$ cat config.mk
export PLATFORM = sky130hd
export DESIGN_NAME = scpu_pipe
export DESIGN_NICKNAME = d
export VERILOG_FILES = /design/src/rtl/scpu_pipe.sv
export SDC_FILE = /design/constraint.sdc
export NUM_CORES = 1
export LEC_CHECK = 0
export CORE_ASPECT_RATIO = 0.6
export CORE_MARGIN = 5
export CORE_UTILIZATION = 55
export CTS_CLUSTER_SIZE = 40
export DETAILED_ROUTE_END_ITERATION = 7
export GPL_ROUTABILITY_DRIVEN = 1
export GPL_TIMING_DRIVEN = 0
export PLACE_DENSITY = 0.82
export SYNTH_ARGS = -nofsm -noshare
export SYNTH_HDL_FRONTEND = slang
export SYNTH_SLANG_ARGS = --single-unit
$ cat constraint.sdc
create_clock -name clk -period 3.3 [get_ports clk]
set_input_delay 0.66 -clock clk [delete_from_list [all_inputs] [get_ports clk]]
set_output_delay 0.66 -clock clk [all_outputs]
set_load 0.05 [all_outputs]
$ cat src/rtl/scpu_pipe.sv
// scpu_pipe: tiny two-stage (IF/EX) 8-bit-instruction CPU with a 4-entry
// register file, a write-only-from-outside instruction memory and an
// IDLE/RUN/HALT control FSM.
//
// Ports:
//   clk, rst        clock and synchronous active-high reset
//   start           one-cycle request to begin execution at PC 0
//   imem_we/addr/wdata  instruction-memory write port (ignored while running)
//   dbg_sel/dbg_val combinational read of one register for debug
//   pc              current fetch PC
//   running/halted  FSM state flags (registered)
//   retired         instructions executed since the last start
module scpu_pipe #(
  parameter int DATA_W = 8,
  parameter int PC_W   = 4,
  parameter int CNT_W  = 16
) (
  input  logic              clk,
  input  logic              rst,
  input  logic              start,
  input  logic              imem_we,
  input  logic [PC_W-1:0]   imem_addr,
  input  logic [7:0]        imem_wdata,
  input  logic [1:0]        dbg_sel,
  output logic [DATA_W-1:0] dbg_val,
  output logic [PC_W-1:0]   pc,
  output logic              running,
  output logic              halted,
  output logic [CNT_W-1:0]  retired
);

  typedef enum logic [1:0] {
    IDLE = 2'd0,
    RUN  = 2'd1,
    HALT = 2'd2
  } state_t;

  localparam int DEPTH = 2 ** PC_W;

  state_t            state_q;
  logic [PC_W-1:0]   pc_q;
  logic [PC_W-1:0]   pc_d;
  logic              ifValid_q;
  logic [7:0]        ifInstr_q;
  logic [PC_W-1:0]   ifPc_q;
  logic [CNT_W-1:0]  retired_q;
  logic [CNT_W-1:0]  retired_d;
  logic              running_q;
  logic              halted_q;
  logic [DATA_W-1:0] regs_q [4];
  logic [7:0]        imem [DEPTH];

  logic [1:0]        exOp;
  logic [1:0]        exRd;
  logic [1:0]        exRs1;
  logic [1:0]        exRs2;
  logic [PC_W-1:0]   exTgt;
  logic              exTaken;
  logic              exHalt;
  logic              wbEn;
  logic [DATA_W-1:0] wbData;

  // Field decode of the instruction sitting in EX.
  assign exOp  = ifInstr_q[7:6];
  assign exRd  = ifInstr_q[5:4];
  assign exRs1 = ifInstr_q[3:2];
  assign exRs2 = ifInstr_q[1:0];
  assign exTgt = PC_W'(ifInstr_q[5:2]);

  // A branch compares against r0, not against zero; a taken branch back to
  // its own address is the program's way of saying "done".
  assign exTaken = ifValid_q && (exOp == 2'b11) && (regs_q[exRs2] != regs_q[0]);
  assign exHalt  = exTaken && (exTgt == ifPc_q);

  assign pc_d      = pc_q + PC_W'(1);
  assign retired_d = retired_q + CNT_W'(1);

  // Write-back value; registers are read in the same cycle they were written
  // by the previous instruction, so no forwarding path is needed.
  always_comb begin
    wbEn   = 1'b0;
    wbData = '0;
    if (ifValid_q) begin
      unique case (exOp)
        2'b00: begin wbEn = 1'b1; wbData = regs_q[exRs1] + regs_q[exRs2]; end
        2'b01: begin wbEn = 1'b1; wbData = regs_q[exRs2]; end
        2'b10: begin wbEn = 1'b1; wbData = DATA_W'(ifInstr_q[3:0]); end
        default: begin wbEn = 1'b0; wbData = '0; end
      endcase
    end
  end

  // Instruction memory has no reset; reset only blocks a coincident write.
  always_ff @(posedge clk) begin
    if (!rst && imem_we && (state_q != RUN)) begin
      imem[imem_addr] <= imem_wdata;
    end
  end

  // Control FSM plus the whole pipeline state. In RUN each cycle executes the
  // IF/EX instruction (if valid) and either fetches the next word or, on a
  // taken branch, redirects the PC and inserts a one-cycle bubble.
  always_ff @(posedge clk) begin
    if (rst) begin
      state_q   <= IDLE;
      pc_q      <= '0;
      ifValid_q <= 1'b0;
      ifInstr_q <= '0;
      ifPc_q    <= '0;
      retired_q <= '0;
      running_q <= 1'b0;
      halted_q  <= 1'b0;
      for (int i = 0; i < 4; i++) begin
        regs_q[i] <= '0;
      end
    end else begin
      unique case (state_q)
        IDLE, HALT: begin
          if (start) begin
            state_q   <= RUN;
            pc_q      <= '0;
            ifValid_q <= 1'b0;
            retired_q <= '0;
            running_q <= 1'b1;
            halted_q  <= 1'b0;
          end
        end
        RUN: begin
          if (ifValid_q) begin
            retired_q <= retired_d;
            if (wbEn) begin
              regs_q[exRd] <= wbData;
            end
          end
          if (exTaken) begin
            pc_q      <= exTgt;
            ifValid_q <= 1'b0;
            if (exHalt) begin
              state_q   <= HALT;
              running_q <= 1'b0;
              halted_q  <= 1'b1;
            end
          end else begin
            ifInstr_q <= imem[pc_q];
            ifPc_q    <= pc_q;
            ifValid_q <= 1'b1;
            pc_q      <= pc_d;
          end
        end
        default: begin
          state_q   <= IDLE;
          running_q <= 1'b0;
          halted_q  <= 1'b0;
        end
      endcase
    end
  end

  assign dbg_val = regs_q[dbg_sel];
  assign pc      = pc_q;
  assign running = running_q;
  assign halted  = halted_q;
  assign retired = retired_q;

endmodule

### After elaboration in Yosys (flattened, before gate mapping)

Memories as Yosys holds them, arrays and structs flattened. A register that Yosys moved wholly into a read port is not among the register bits.
Index checks and enable logic that the tools add are counted.
Widths: inputs -> output; s select.

* register bits after elaboration: 29
* bits in writable memories: 160
* input bits: 18
* word-level logic and storage cells: 77
* memories kept: 2

Memory list
* imem: depth 16, bits a word 8, rd ports 1, clocked after memory_dff 1, write ports 1, RTL line 51 `logic [7:0] imem [DEPTH];`
* regs_q: depth 4, bits a word 8, rd ports 4, clocked after memory_dff 0, write ports 4, RTL line 50 `logic [DATA_W-1:0] regs_q [4];`

* add/subtract/negate cells: 3
* equal/unequal tests: 12
* mux-type cells: 36
* bitwise logic cells: 1
* reductions and logical operators: 16

Operators with widths (count)
* $mux 16: 2
* $pmux 16 s2: 1
* $pmux 8 s3: 1
* $mux 1: 19
* $add 16x1->16 const B: 1
* $mux 8: 2
* $add 8x8->8: 1
* $mux 2: 4
* $mux 4: 2
* $ne 2x2->1 const B: 4
* $ne 8x8->1: 1
* $pmux 4 s2: 1
* $reduce_or 8->1: 1
* $eq 2x2->1 const B: 3
* $pmux 1 s2: 3
* $reduce_and 3->1: 2
* $logic_and 1x1->1: 5
* $add 4x1->4 const B: 1
* $eq 2x1->1 const B: 2
* $eq 4x4->1: 1
* $logic_not 2->1: 2
* $pmux 2 s2: 1
* $reduce_and 2->1: 2
* $reduce_or 3->1: 1
* other kinds (5): 5

### Depth between registers and ports, before layout

Gate-level depths: netlist of the first run.

* word-level depth: 11
* mapped depth: 12
* gate-level depth less buffers: 10

### Worst setup path after synthesis of the first run

OpenSTA, ideal clock, no wires.

* path kind: reg2reg
* from: register ifInstr_q[0], read port of imem
* to: memory regs_q[0][6] (data pin)
* setup time: 0.270 ns
* arrival: 2.686 ns
* required time: 3.030 ns
* setup slack: 0.344 ns
* stages on the path, launching flop included: 12
* buffers on the path: 1
* cell sequence: dfxtp_1 -> clkbuf_8 -> mux4_2 -> ha_1 -> fa_1 -> a21o_1 -> a21oi_1 -> o21bai_1 -> a21oi_1 -> xnor2_1 -> mux2i_1 -> nor3_1

RTL lines
* start: declaration: RTL line 44 `logic [7:0] ifInstr_q;`
* end: declaration: RTL line 50

==> results of run 1 <==
==> report_power, final <==
part / switching [mW] / internal [mW]
Sequential: 0.0396 / 2.71
Clock: 1.02 / 1.10
Combinational: 0.433 / 0.322
Total: 1.49 / 4.13
==> layout make-up <==
class	count	area share
Sequential cell	196	0.5285
Multi-Input combinational cell	339	0.3125
Timing Repair Buffer	48	0.04519
Clock buffer	17	0.04065
Buffer	32	0.02834
Tap cell	209	0.02499
Clock inverter	15	0.01805
Inverter	5	0.001793
==> logic make-up after synthesis <==
logic type | after synthesis | share of synthesized area
AOI/OAI and AO/OA | 38 | 0.02614
xor gates and xnor gates | 39 | 0.03756
adders and majority gates | 10 | 0.01458
buffers and inverters | 37 | 0.03357
DFF | 196 | 0.6076
muxes | 89 | 0.1952
and+or+nand+nor | 163 | 0.08531
==> registers in the layout, summed over array words and instances, names as in the netlist <==
| name | cells |
|---|---|
| imem | 128 |
| retired | 16 |
| state_q | 1 |
| regs_q | 32 |
| running | 1 |
| pc | 4 |
| ifInstr_q | 8 |
| halted | 1 |
| ifValid_q | 1 |
| ifPc_q | 4 |
==> worst max-delay path, cell delays in order (launching register included) <==
cell	delay (ns)
dfxtp_1	0.33
buf_6	0.19
clkbuf_8	0.22
mux4_2	0.32
ha_1	0.24
fa_1	0.41
a21o_1	0.21
a21oi_2	0.19
buf_4	0.14
xnor2_1	0.13
nor2_1	0.06
a21oi_1	0.34
nor3_1	0.11
==> cell usage in the layout, fill, tap and decap left out, types with 5 or more instances in the layout <==
master / synthesis / layout
ha_1: 9 / 9
a31oi_1: 9 / 9
clkbuf_8: 9 / 9
clkbuf_16: 0 / 17
a21oi_1: 10 / 9
nand4_1: 10 / 10
xor2_1: 12 / 12
o21ai_0: 5 / 5
clkbuf_1: 11 / 10
nand2b_1: 11 / 11
dfxtp_1: 36 / 34
mux4_1: 22 / 22
xnor2_1: 27 / 27
buf_4: 2 / 5
nand2_1: 18 / 18
mux2i_1: 24 / 23
nor3_1: 23 / 23
nand3_1: 13 / 13
inv_6: 0 / 5
nor2_1: 70 / 70
clkdlybuf4s50_1: 0 / 45
edfxtp_1: 160 / 160
mux4_2: 42 / 42
==> worst paths after layout <==
kind	endpoint	slack [ns]	cells after the start
worst max-delay path	regs_q[0][4]$_SDFFCE_PN0P_	0.12	12
worst min-delay path	ifPc_q[3]$_SDFFE_PP0P_	0.54	2
worst max register to register	regs_q[0][4]$_SDFFCE_PN0P_	0.12	12
worst min register to register	ifPc_q[3]$_SDFFE_PP0P_	0.54	2
==> layer usage <==
layer,part of all wire,GRT usage,vias up
met5,0,0,-
li1,-,-,2395
met2,0.45,0.3510,315
met1,0.42,0.3419,2770
met4,0.011,0.05451,0
met3,0.12,0.06323,26
==> what timing repair did <==
item	CTS	global route
pin swaps	0	1
resized for setup	2	8
setup endpoints to repair	6	16
setup buffers	2	1
endpoints found under the hold margin	0	0
hold buffers	0	0
cloned	0	0
==> through the flow <==
step	setup slack, ns	total power, mW
final	0.1188	5.624
after global routing	0.005881	5.795
after CTS	0.05679	5.613
after detailed placement	-0.1191	3.518
after global placement	-0.06898	3.494
after floorplan	0.3439	3.299
==> results.cfg, run 1 <==
[run_status]
outcome = completed

[yosys]
async_flop_share = 0
yosys.area.top_type_share = 0.5283
synth_area_per_cell_sq_um = 15.90
synth_edf_count = 160
synth_cells = 572
synth_area_sq_um = 9094
yosys-top-cells-count = 160 x edfxtp_1, 70 x nor2_1, 42 x mux4_2, 36 x dfxtp_1, 27 x xnor2_1
syn_nets = 600
seq_area_frac_synth = 0.6076
synth_cell_type_count = 47
synthTopCellsByArea = edfxtp_1 53%, mux4_2 10%, dfxtp_1 7.9%
synth_top_area_cell = edfxtp_1
synth_seq_cells = 196
yosysWarningCount = 0
synth.most_common_cell = edfxtp_1
synth_ff_type = edfxtp_1

[setup_path]
r2r-start = ifInstr_q[1]$_SDFFE_PP0P_
endpoint_kind = register
startpoint_type = register
crit_path_start = ifInstr_q[1]$_SDFFE_PP0P_
crit_type = reg -> reg
arrival_ns = 3.35
cp.required_ns = 3.47
path_max_fanout = 10

[die]
fp.coreArea_sq_um = 16220
dieArea_sq_um = 19290
rows = 36
initial_core_util = 0.5608
ioPinCount = 48
die_w_um = 176
die_h_um = 109.6

[timing]
fin_tns_setup_ns = 0
worst_clock_skew_ns = 0.01106
finalSetupViolations = 0
rsz0062_at_grt = false
fmaxAchievable_ghz = 0.3143
final.period_utilization = 0.9640
final_max_slew_viol_count = 0
hold_ws_ns = 0.5350
relSlewSlack = 0.05840
hold_viol_final = 0
fin_crit_ns = 3.181
tightest_slew_ns = 1.402

[min_path]
min-delay-start = ifPc_q[3]$_SDFFE_PP0P_
min_path_type = reg -> reg

[clock_tree]
worstSkewPairLatency_ns = 0.44
clock_path_buffers = 2
cts_root_buf = clkbuf_16
clock_sinks = 196
cts_tree = built
cts_buffers = 17
clk_pin_slew_ns = 0.08
htreeDepth = 4

[drt]
first_pass_iters = 5
drt-vias-per-instance = 6.395
drtIter0Drc = 581
drtAntennaViolNets = 0
wl_per_cell_um = 24.82
route.vias.total = 5506
wirelength_mm = 21.37
route.detailed.drc = 0

[final_layout]
fin_cells = 861
layout-drive-gt1-share = 0.1656
final_core_utilization = 0.6454
fillers = 1114
antennaDiodeCount = 0
multi_input_area_sq_um = 3271
final_nets = 667
syn_to_final_growth_pct = 15.08
seqCellArea_sq_um = 5530
final_design_area_no_fill_sq_um = 10470

[global_routing]
grt_pass1_vias = 5505
grt_max_degree = 21
grt_pass1_wl_mm = 32.57
antenna_found_initial = 0
track_usage = 0.2321
grt-ovfl-total = 0

[job]
cap_violations = 0

[place]
place.port_buffers = 45
dp_hpwl_mm = 14.72
globalplace.congestion = 0.9573
placed_cell_area_sq_um = 9806
dp.cells = 826

[pwr]
p_leak_nw = 3.446
vdd_ir_drop_max_mv = 0.4033
power_density_nw_per_um2 = 537.4
(Power assumes the default switching activity.)
==> inputs of run 2 (changes only) <==
Settings changed: ABC_AREA set to 1, PLACE_DENSITY 0.82 to 0.74.
==> run 2 against run 1 <==
Compared with the run above: first-iteration DRC count up 120%; global-route usage up 3.3 points; sequential share of layout area down 0.42 points; clock skew up 0.0026 ns; sequential power about the same; non-clock buffer count up 9; critical path type is now in -> out; highest routed layer unchanged.
==> results.cfg, run 2 <==
[run_status]
outcome = completed

[setup_path]
arrival_ns = 2.48
cp_cell_sequence = clkdlybuf4s50_1 -> inv_1 -> clkbuf_1 -> nor2_1 -> o22ai_1 -> clkbuf_2
cp_slowest_cell = clkdlybuf4s50_1
crit_type = in -> out
startpoint_type = primary input
endpoint_kind = output port
r2r-start = ifInstr_q[2]$_SDFFE_PP0P_
max_stage_delay_ns = 0.55
cp.required_ns = 2.64
path_max_fanout = 10
crit_path_start = dbg_sel[0]

[yosys]
synth_top_area_cell = edfxtp_1
synthTopCellsByArea = edfxtp_1 52%, dfxtp_1 7.8%, nor2_1 6.6%
synth_ff_type = edfxtp_1
seq_area_frac_synth = 0.5983
synth_edf_count = 160
synth_seq_cells = 196
yosys-top-cells-count = 163 x nor2_1, 160 x edfxtp_1, 151 x nand2_1, 110 x o21ai_0, 62 x inv_1
syn_nets = 967
synth.most_common_cell = nor2_1
synth_area_sq_um = 9235
synth_cells = 939
async_flop_share = 0
synth_area_per_cell_sq_um = 9.835
yosysWarningCount = 0
synth_cell_type_count = 41
yosys.area.top_type_share = 0.5203

[global_routing]
grt_pass1_wl_mm = 38.70
grt-busiest-layer = met1
use_met2 = 0.3352
use_met3 = 0.1115
track_usage = 0.2653
antenna_found_initial = 1
grt_pass1_vias = 6776
grt-ovfl-total = 0
grt_max_degree = 19
grtUsageMet1 = 0.4210

[clock_tree]
cts_root_buf = clkbuf_16
htreeDepth = 4
cts_buffers = 17
clock_path_buffers = 2
cts_tree = built
clock_sinks = 196
worstSkewPairLatency_ns = 0.43
clk_pin_slew_ns = 0.07

[drt]
drtIter0Drc = 1256
route.vias.total = 7347
wl_per_cell_um = 19.95
route.detailed.drc = 0
drt-vias-per-instance = 5.901
first_pass_iters = 6
wirelength_mm = 24.84
drtAntennaViolNets = 0

[final_layout]
syn_to_final_growth_pct = 14.13
antennaDiodeCount = 0
largest_reg_flops = 128
layout-drive-gt1-share = 0.1013
final_design_area_no_fill_sq_um = 10540
final_nets = 1032
regMostFlops = imem
fillers = 1254
layout_commonest_cell = nor2_1
mostFrequentLayoutCells = 163 x nor2_1, 160 x edfxtp_1, 151 x nand2_1

[pwr]
power_frac_seq = 0.496
p_switching_mw = 1.491
clkPwrFrac = 0.378
vdd_ir_drop_max_mv = 0.3269
switching_share = 0.2692
power_density_nw_per_um2 = 525.4
p_leak_nw = 3.826
intPower_mw = 4.047
comb_power_share = 0.126

[timing]
final_max_slew_viol_count = 0
fin_crit_ns = 3.140
rsz0062_at_grt = false
fmaxAchievable_ghz = 0.3185
tightest_slew_ns = 1.061
final.period_utilization = 0.9514
finalSetupViolations = 0
hold_viol_final = 0
worst_clock_skew_ns = 0.01370
relSlewSlack = 0.2851
hold_ws_ns = 0.4728

[die]
die_w_um = 177.3
rows = 36
ioPinCount = 48
die_h_um = 110.4
fp.coreArea_sq_um = 16350
dieArea_sq_um = 19570
initial_core_util = 0.5648

[place]
place.port_buffers = 46
placed_cell_area_sq_um = 9981
globalplace.congestion = 0.9445
dp_hpwl_mm = 17.98

[job]
cap_violations = 0

[min_path]
min-delay-start = state_q[0]$_SDFFE_PP0P_
min_path_type = reg -> reg
[run 2: final timing paths]
check | to | slack (ns) | cells after the start
setup / recovery | dbg_val[7] | 0.16 | 6
hold / removal | running$_SDFFE_PP0P_ | 0.47 | 1
setup reg to reg | regs_q[1][3]$_SDFFCE_PN0P_ | 0.33 | 10
hold reg to reg | running$_SDFFE_PP0P_ | 0.47 | 1
[run 2: area by class of cell]
type | instances | area (sq um) | area share
buffer | 43 | 227.7 | 0.02160
clock buffer | 17 | 425.4 | 0.04036
clock inverter | 15 | 170.2 | 0.01614
inverter | 68 | 262.8 | 0.02493
multi-input combinational | 632 | 3223 | 0.3058
sequential | 196 | 5525 | 0.5242
tap | 228 | 285.3 | 0.02707
timing repair buffer | 46 | 420.4 | 0.03989
[run 2: per-layer routing]
| layer | routed length, um | vias to the layer above |
|---|---|---|
| li1 | - | 3429 |
| met2 | 9302 | 446 |
| met5 | 0 | - |
| met1 | 11430 | 3448 |
| met3 | 3858 | 24 |
| met4 | 242 | 0 |
[run 2: what timing repair did]
item / in CTS / in global routing
gates resized for setup: 8 / 22
setup buffers: 0 / 0
setup endpoints to repair: 8 / 12
hold buffers: 0 / 0
[run 2: power by group through the flow]
stage	logic [mW]	registers [mW]	clock network (mW)
after floorplan	0.434	2.79	0
after global placement	0.667	2.80	0
after detailed placement	0.676	2.80	0
after CTS	0.676	2.74	2.10
after global routing	0.763	2.75	2.22
final	0.697	2.75	2.09
[run 2: metrics by stage]
step           total power [mW]  TNS [ns]  worst slack, ns  utilization  instances
2_1_floorplan             3.226         0           0.7267            -        939
3_3_place_gp              3.465    -1.609          -0.2453       0.6104       1213
3_5_place_dp              3.476    -1.669          -0.2387       0.6104       1213
4_1_cts                   5.521         0          0.04641       0.6462       1245
5_1_grt                   5.736         0          0.05723       0.6446       1245
6_report                  5.538         0           0.1602       0.6446       1245
[run 2: worst max-delay path: cells and delay by family]
kind | cells | cell delay (ns)
buffers and inverters | 4 | 1.49
and+or+nand+nor | 1 | 0.07
AOI/OAI and AO/OA | 1 | 0.26
[run 2: cell families after synthesis]
logic type,count (synthesis),share of synthesized area
AND/OR/NAND/NOR,414,0.1959
AO/OA/AOI/OAI,197,0.1283
flip-flops,196,0.5983
buffers and inverters,111,0.05270
XOR/XNOR,11,0.01043
adder cells (fa/ha/maj),10,0.01436
==> inputs of run 3 (changes only) <==
Settings changed: CTS_CLUSTER_SIZE 40 to 24.
==> results of run 3 <==
No change in the layout: final DEF, timing and power equal those of run 2.
